`src/rtl/eight_bit_serial_subtractor_pkg.sv`:
```
// Shared constants for the bit-serial subtractor.
// Width, counter width and FSM state encoding.
package eight_bit_serial_subtractor_pkg;

    localparam int SUB_WIDTH = 8;
    localparam int SUB_CNT_W = 3;

    localparam logic [1:0] ST_IDLE  = 2'd0;
    localparam logic [1:0] ST_SHIFT = 2'd1;
    localparam logic [1:0] ST_DONE  = 2'd2;

    typedef enum logic [1:0] {
        S_IDLE  = ST_IDLE,
        S_SHIFT = ST_SHIFT,
        S_DONE  = ST_DONE
    } sub_state_t;

endpackage

```
`src/rtl/eight_bit_serial_subtractor_fs.sv`:
```
// Single-bit full subtractor cell: d = a - b - bin.
// Purely combinational; borrow is registered by the caller.
module one_bit_full_subtractor (
    input  logic a,
    input  logic b,
    input  logic bin,
    output logic d,
    output logic bout
);

    // Difference bit and borrow-out of one bit position
    always_comb begin
        d    = a ^ b ^ bin;
        bout = (~a & b) | (~(a ^ b) & bin);
    end

endmodule

```
`src/rtl/eight_bit_serial_subtractor.sv`:
```
// Bit-serial 8-bit subtractor, LSB first, one bit per clock.
// Optional signed overflow flag: define SERIAL_SUB_OVERFLOW_EN.
module eight_bit_serial_subtractor
    import eight_bit_serial_subtractor_pkg::*;
(
    input  logic                 clk,
    input  logic                 rst,
    input  logic                 start,
    input  logic [SUB_WIDTH-1:0] a,
    input  logic [SUB_WIDTH-1:0] b,
    input  logic                 bin,
    output logic [SUB_WIDTH-1:0] diff,
    output logic                 bout,
    output logic                 busy,
    output logic                 done
`ifdef SERIAL_SUB_OVERFLOW_EN
    ,
    output logic                 ovf
`endif
);

    localparam logic [SUB_CNT_W-1:0] CNT_LAST =
        SUB_CNT_W'(SUB_WIDTH - 1);

    sub_state_t           state_q;
    logic [SUB_WIDTH-1:0] a_q;
    logic [SUB_WIDTH-1:0] b_q;
    logic [SUB_WIDTH-1:0] res_q;
    logic [SUB_CNT_W-1:0] cnt_q;
    logic                 br_q;
    logic [SUB_WIDTH-1:0] diff_q;
    logic                 bout_q;
    logic                 busy_q;
    logic                 done_q;

    logic                 d_bit;
    logic                 br_d;
    logic [SUB_WIDTH-1:0] res_d;

    one_bit_full_subtractor u_fs (
        .a    (a_q[0]),
        .b    (b_q[0]),
        .bin  (br_q),
        .d    (d_bit),
        .bout (br_d)
    );

    // Result register with the new bit entering at the MSB
    always_comb begin
        res_d = {d_bit, res_q[SUB_WIDTH-1:1]};
    end

`ifdef SERIAL_SUB_OVERFLOW_EN
    logic sign_diff_q;
    logic a_msb_q;
    logic ovf_q;

    // Operand sign capture and overflow flag, updated with diff
    always_ff @(posedge clk) begin
        if (rst) begin
            sign_diff_q <= 1'b0;
            a_msb_q     <= 1'b0;
            ovf_q       <= 1'b0;
        end else begin
            if (state_q == S_IDLE && start) begin
                sign_diff_q <= a[SUB_WIDTH-1] ^ b[SUB_WIDTH-1];
                a_msb_q     <= a[SUB_WIDTH-1];
            end
            if (state_q == S_SHIFT && cnt_q == CNT_LAST) begin
                ovf_q <= sign_diff_q & (d_bit ^ a_msb_q);
            end
        end
    end

    assign ovf = ovf_q;
`endif

    // FSM, operand shifters, counter, borrow and output registers;
    // busy/done are registered one cycle behind the state
    always_ff @(posedge clk) begin
        if (rst) begin
            state_q <= S_IDLE;
            a_q     <= '0;
            b_q     <= '0;
            res_q   <= '0;
            cnt_q   <= '0;
            br_q    <= 1'b0;
            diff_q  <= '0;
            bout_q  <= 1'b0;
            busy_q  <= 1'b0;
            done_q  <= 1'b0;
        end else begin
            busy_q <= (state_q == S_SHIFT);
            done_q <= (state_q == S_DONE);
            unique case (state_q)
                S_IDLE: begin
                    if (start) begin
                        a_q     <= a;
                        b_q     <= b;
                        br_q    <= bin;
                        cnt_q   <= '0;
                        state_q <= S_SHIFT;
                    end
                end
                S_SHIFT: begin
                    res_q <= res_d;
                    br_q  <= br_d;
                    a_q   <= a_q >> 1;
                    b_q   <= b_q >> 1;
                    cnt_q <= cnt_q + SUB_CNT_W'(1);
                    if (cnt_q == CNT_LAST) begin
                        diff_q  <= res_d;
                        bout_q  <= br_d;
                        state_q <= S_DONE;
                    end
                end
                S_DONE: begin
                    state_q <= S_IDLE;
                end
                default: begin
                    state_q <= S_IDLE;
                end
            endcase
        end
    end

    assign diff = diff_q;
    assign bout = bout_q;
    assign busy = busy_q;
    assign done = done_q;

endmodule
```
`config.mk`:
```
export PLATFORM = sky130hd
export DESIGN_NAME = eight_bit_serial_subtractor
export DESIGN_NICKNAME = d
export VERILOG_FILES = /design/src/rtl/eight_bit_serial_subtractor_pkg.sv /design/src/rtl/eight_bit_serial_subtractor_fs.sv /design/src/rtl/eight_bit_serial_subtractor.sv
export SDC_FILE = /design/constraint.sdc
export NUM_CORES = 1
export LEC_CHECK = 0
export BUFFER_PORTS_ARGS = -buffer_cell sky130_fd_sc_hd__buf_2
export CAP_MARGIN = 0
export CORE_MARGIN = 2
export CORE_UTILIZATION = 54
export CTS_CLUSTER_DIAMETER = 80
export DETAILED_ROUTE_END_ITERATION = 7
export GPL_ROUTABILITY_DRIVEN = 0
export PLACE_DENSITY = 0.81
export SYNTH_ARGS = -nofsm -noshare
export SYNTH_HDL_FRONTEND = slang
export SYNTH_SLANG_ARGS = --single-unit
```
`constraint.sdc`:
```
create_clock -name clk -period 1.8 [get_ports clk]
set_input_delay 0.36 -clock clk [delete_from_list [all_inputs] [get_ports clk]]
set_output_delay 0.36 -clock clk [all_outputs]
set_load 0.03 [all_outputs]
```
==> results_dict.tcl <==
set metrics [dict create \
    die_area_um2 3631 \
    synth_area_um2 1709 \
    dr.pass1.iters 4 \
    worst_ep_required_time_ps 2080 \
    async_flop_share_pct 0 \
    antenna_cells 0 \
    relSlewSlack_pct 68.77 \
    crit_family "simple AND/OR/NAND/NOR gates" \
    setup_slack_ps 287.0 \
    final_common_cell "dfxtp_1" \
    regArea_um2 800.8 \
    timing.rr.start "cnt_q[0]$_SDFFE_PP0P_" \
    whs_ps 248.0 \
    crit_path_end_kind "flop" \
    rrSetupSlack_ps 290 \
    cp_slowest_cell "dfxtp_1" \
    setup_tns_ps 0 \
    clock_skew_ps 7.874 \
    dp_cells 236 \
    postSynthCellCount 172 \
    status "completed" \
    rows 20 \
    cp_slowest_stage_delay_ps 400 \
    numCtsBuffers 5 \
    grt_overflow 0 \
    cts.sinks 40 \
    cts.repair.resized 0 \
    r2r_cells 5 \
    die_w_um 60.26 \
    r2r-end "bout$_SDFFE_PP0P_" \
    portBuffers 30 \
    yosysWarnings 0 \
    cts_root_buf "clkbuf_4" \
    areaGrowthSynthToFinish_pct 13.18 \
    dpl_worst_slack_ps 336.3 \
    instances_no_fill 244 \
    nets 222 \
    grt_start_max_net_pins 32 \
    path_buf_inv 0 \
    clk_pin_slew_ps 120 \
    hp-class "in -> reg" \
    setup_viol 0 \
    min_period_over_period_pct 84.05 \
    synth_top_area_share_pct 46.85 \
    vias 1254 \
    grt_pass1_wl_um 5457 \
    cts_tree "yes" \
    antenna_found_initial 0 \
    ys_top_cells_by_area "dfxtp_1 47%, a211oi_2 12%, mux2i_1 8.8%, nand2_1 6.6%, nor2_1 4.8%" \
    core-area_um2 3028 \
    insertion_delay_ps 360 \
    cp-startpoint "cnt_q[0]$_SDFFE_PP0P_" \
    seq_area_frac_synth_pct 46.85 \
    crit_top_cell "ha_1" \
    arrival_ps 1790 \
    yosysTopAreaCell "dfxtp_1" \
    hold_viol 0 \
    synth_edf_count 0 \
    leakagePower_nw 0.7922 \
    first_global_vias 1261 \
    ios 31 \
    hpwl_um 2287 \
    max_clock_freq_mhz 661.0 \
    ant_nets 0 \
    cp_num_cells 5 \
    syn_nets 195 \
    grt_usage_pct 20.79 \
    die_h_um 60.26 \
    cts_hold_buf 0 \
    max-cap-violations 0 \
    initial_utilization_pct 56.45 \
    peakVddDrop_uv 820.8 \
    vias_per_cell 5.139 \
    min_period_ps 1513 \
    layout_common_cells "40 x dfxtp_1, 30 x nand2_1, 30 x buf_2, 22 x nor2_1, 16 x a211oi_2" \
    fillers 265 \
    path_max_fanout 10 \
    ys.flop_type "dfxtp_1" \
    drv_slew 0 \
    cts_setup_buffers 0 \
    initialDrtViolationCount 37 \
    worstSetupPathType "reg -> reg" \
    rsz0062_at_grt "false" \
    drive_above_1_share_pct 30.00 \
    htree_levels 2 \
    multiInputGateArea_um2 792.0 \
    tightest_slew_ps 468.4 \
    powerDensity_nw_per_um2 928.1 \
    postSynthAreaPerCell_um2 9.937 \
    drc 0 \
    ys_ff_latch 40 \
    wl_per_cell_um 12.91 \
    wl_um 3149 \
    yosysUniqueCellTypes 23 \
    cts.path.max_buffers 2 \
    critPathLaunchType "flop" \
    cp-endpoint "bout$_SDFFE_PP0P_" \
    cp_cell_sequence "ha_1, ha_1, and3b_1, nor2_1, a211oi_1" \
]
-- power by group --
group          switching, mW  internal [mW]  total (mW)
clock network          0.303          0.333       0.636
logic                  0.113         0.0919       0.205
registers             0.0275          0.927       0.954
total                  0.444           1.35        1.80
-- cell families (layout without fill, tap and decap cells) --
family	Yosys count	in the layout	synth area share, %
buffers and inverters	16	44	6.808
muxes	15	15	8.785
DFF	40	40	46.85
and+or+nand+nor	59	59	14.57
adders and majority gates	3	3	2.635
AOI/OAI and AO/OA	39	39	20.35
-- tightest hold or removal path, delay by kind of cell --
kind,cells,cell delay [ps]
buf+inv,1,80
simple gates,1,70
compound gates,1,60
-- synthesized netlist by cell type, drive strengths merged, types with 2 or more instances --
master / instances
mux2i: 15
a211oi: 18
buf: 11
ha: 2
a21oi: 15
dfxtp: 40
nand2: 30
nor3b: 2
nor2: 22
clkbuf: 2
a22oi: 4
inv: 3
-- per-layer routing --
layer	GRT usage (%)	part of all wire, %	up-vias
met5	0	0	-
met4	8.571	1.7	0
met3	5.195	5.8	7
met2	35.87	50	29
met1	24.36	42	577
li1	-	-	641
-- registers in the layout, indices dropped and copies added (netlist names) --
register and cells:
b_q 8, cnt_q 3, res_q 7, diff 8
busy 1, br_q 1, a_q 8, state_q 2
bout 1, done 1
-- final cells by class --
type,instances,share of cell area (%)
Clock buffer,6,2.652
Sequential cell,40,41.40
Multi-Input combinational cell,116,40.94
Tap cell,44,2.846
Timing Repair Buffer,33,9.573
Clock inverter,2,2.005
Inverter,3,0.5821
-- how the worst min path moves through the flow --
| stage | depth (start not counted) | end | from | slack (ps) |
|---|---|---|---|---|
| 2_1_floorplan | 2 | diff[0]$_SDFFE_PP0P_ | res_q[1]$_SDFFE_PP0P_ | 430 |
| 3_3_place_gp | 2 | diff[5]$_SDFFE_PP0P_ | diff[5]$_SDFFE_PP0P_ | 440 |
| 3_5_place_dp | 2 | diff[0]$_SDFFE_PP0P_ | diff[0]$_SDFFE_PP0P_ | 450 |
| 4_1_cts | 3 | a_q[7]$_SDFFE_PP0P_ | a[7] | 250 |
| 5_1_grt | 3 | a_q[7]$_SDFFE_PP0P_ | a[7] | 270 |
| 6_report | 3 | a_q[7]$_SDFFE_PP0P_ | a[7] | 250 |
-- stage by stage --
step                      cell area [µm²]  power (mW)  utilization [%]
after floorplan                      1709       1.139                -
after global placement               1844       1.167            60.91
after detailed placement             1844       1.181            60.91
after CTS                            1934       1.801            63.88
after global routing                 1934       1.860            63.88
final                                1934       1.795            63.88
Power figures use the tool's default switching activity.
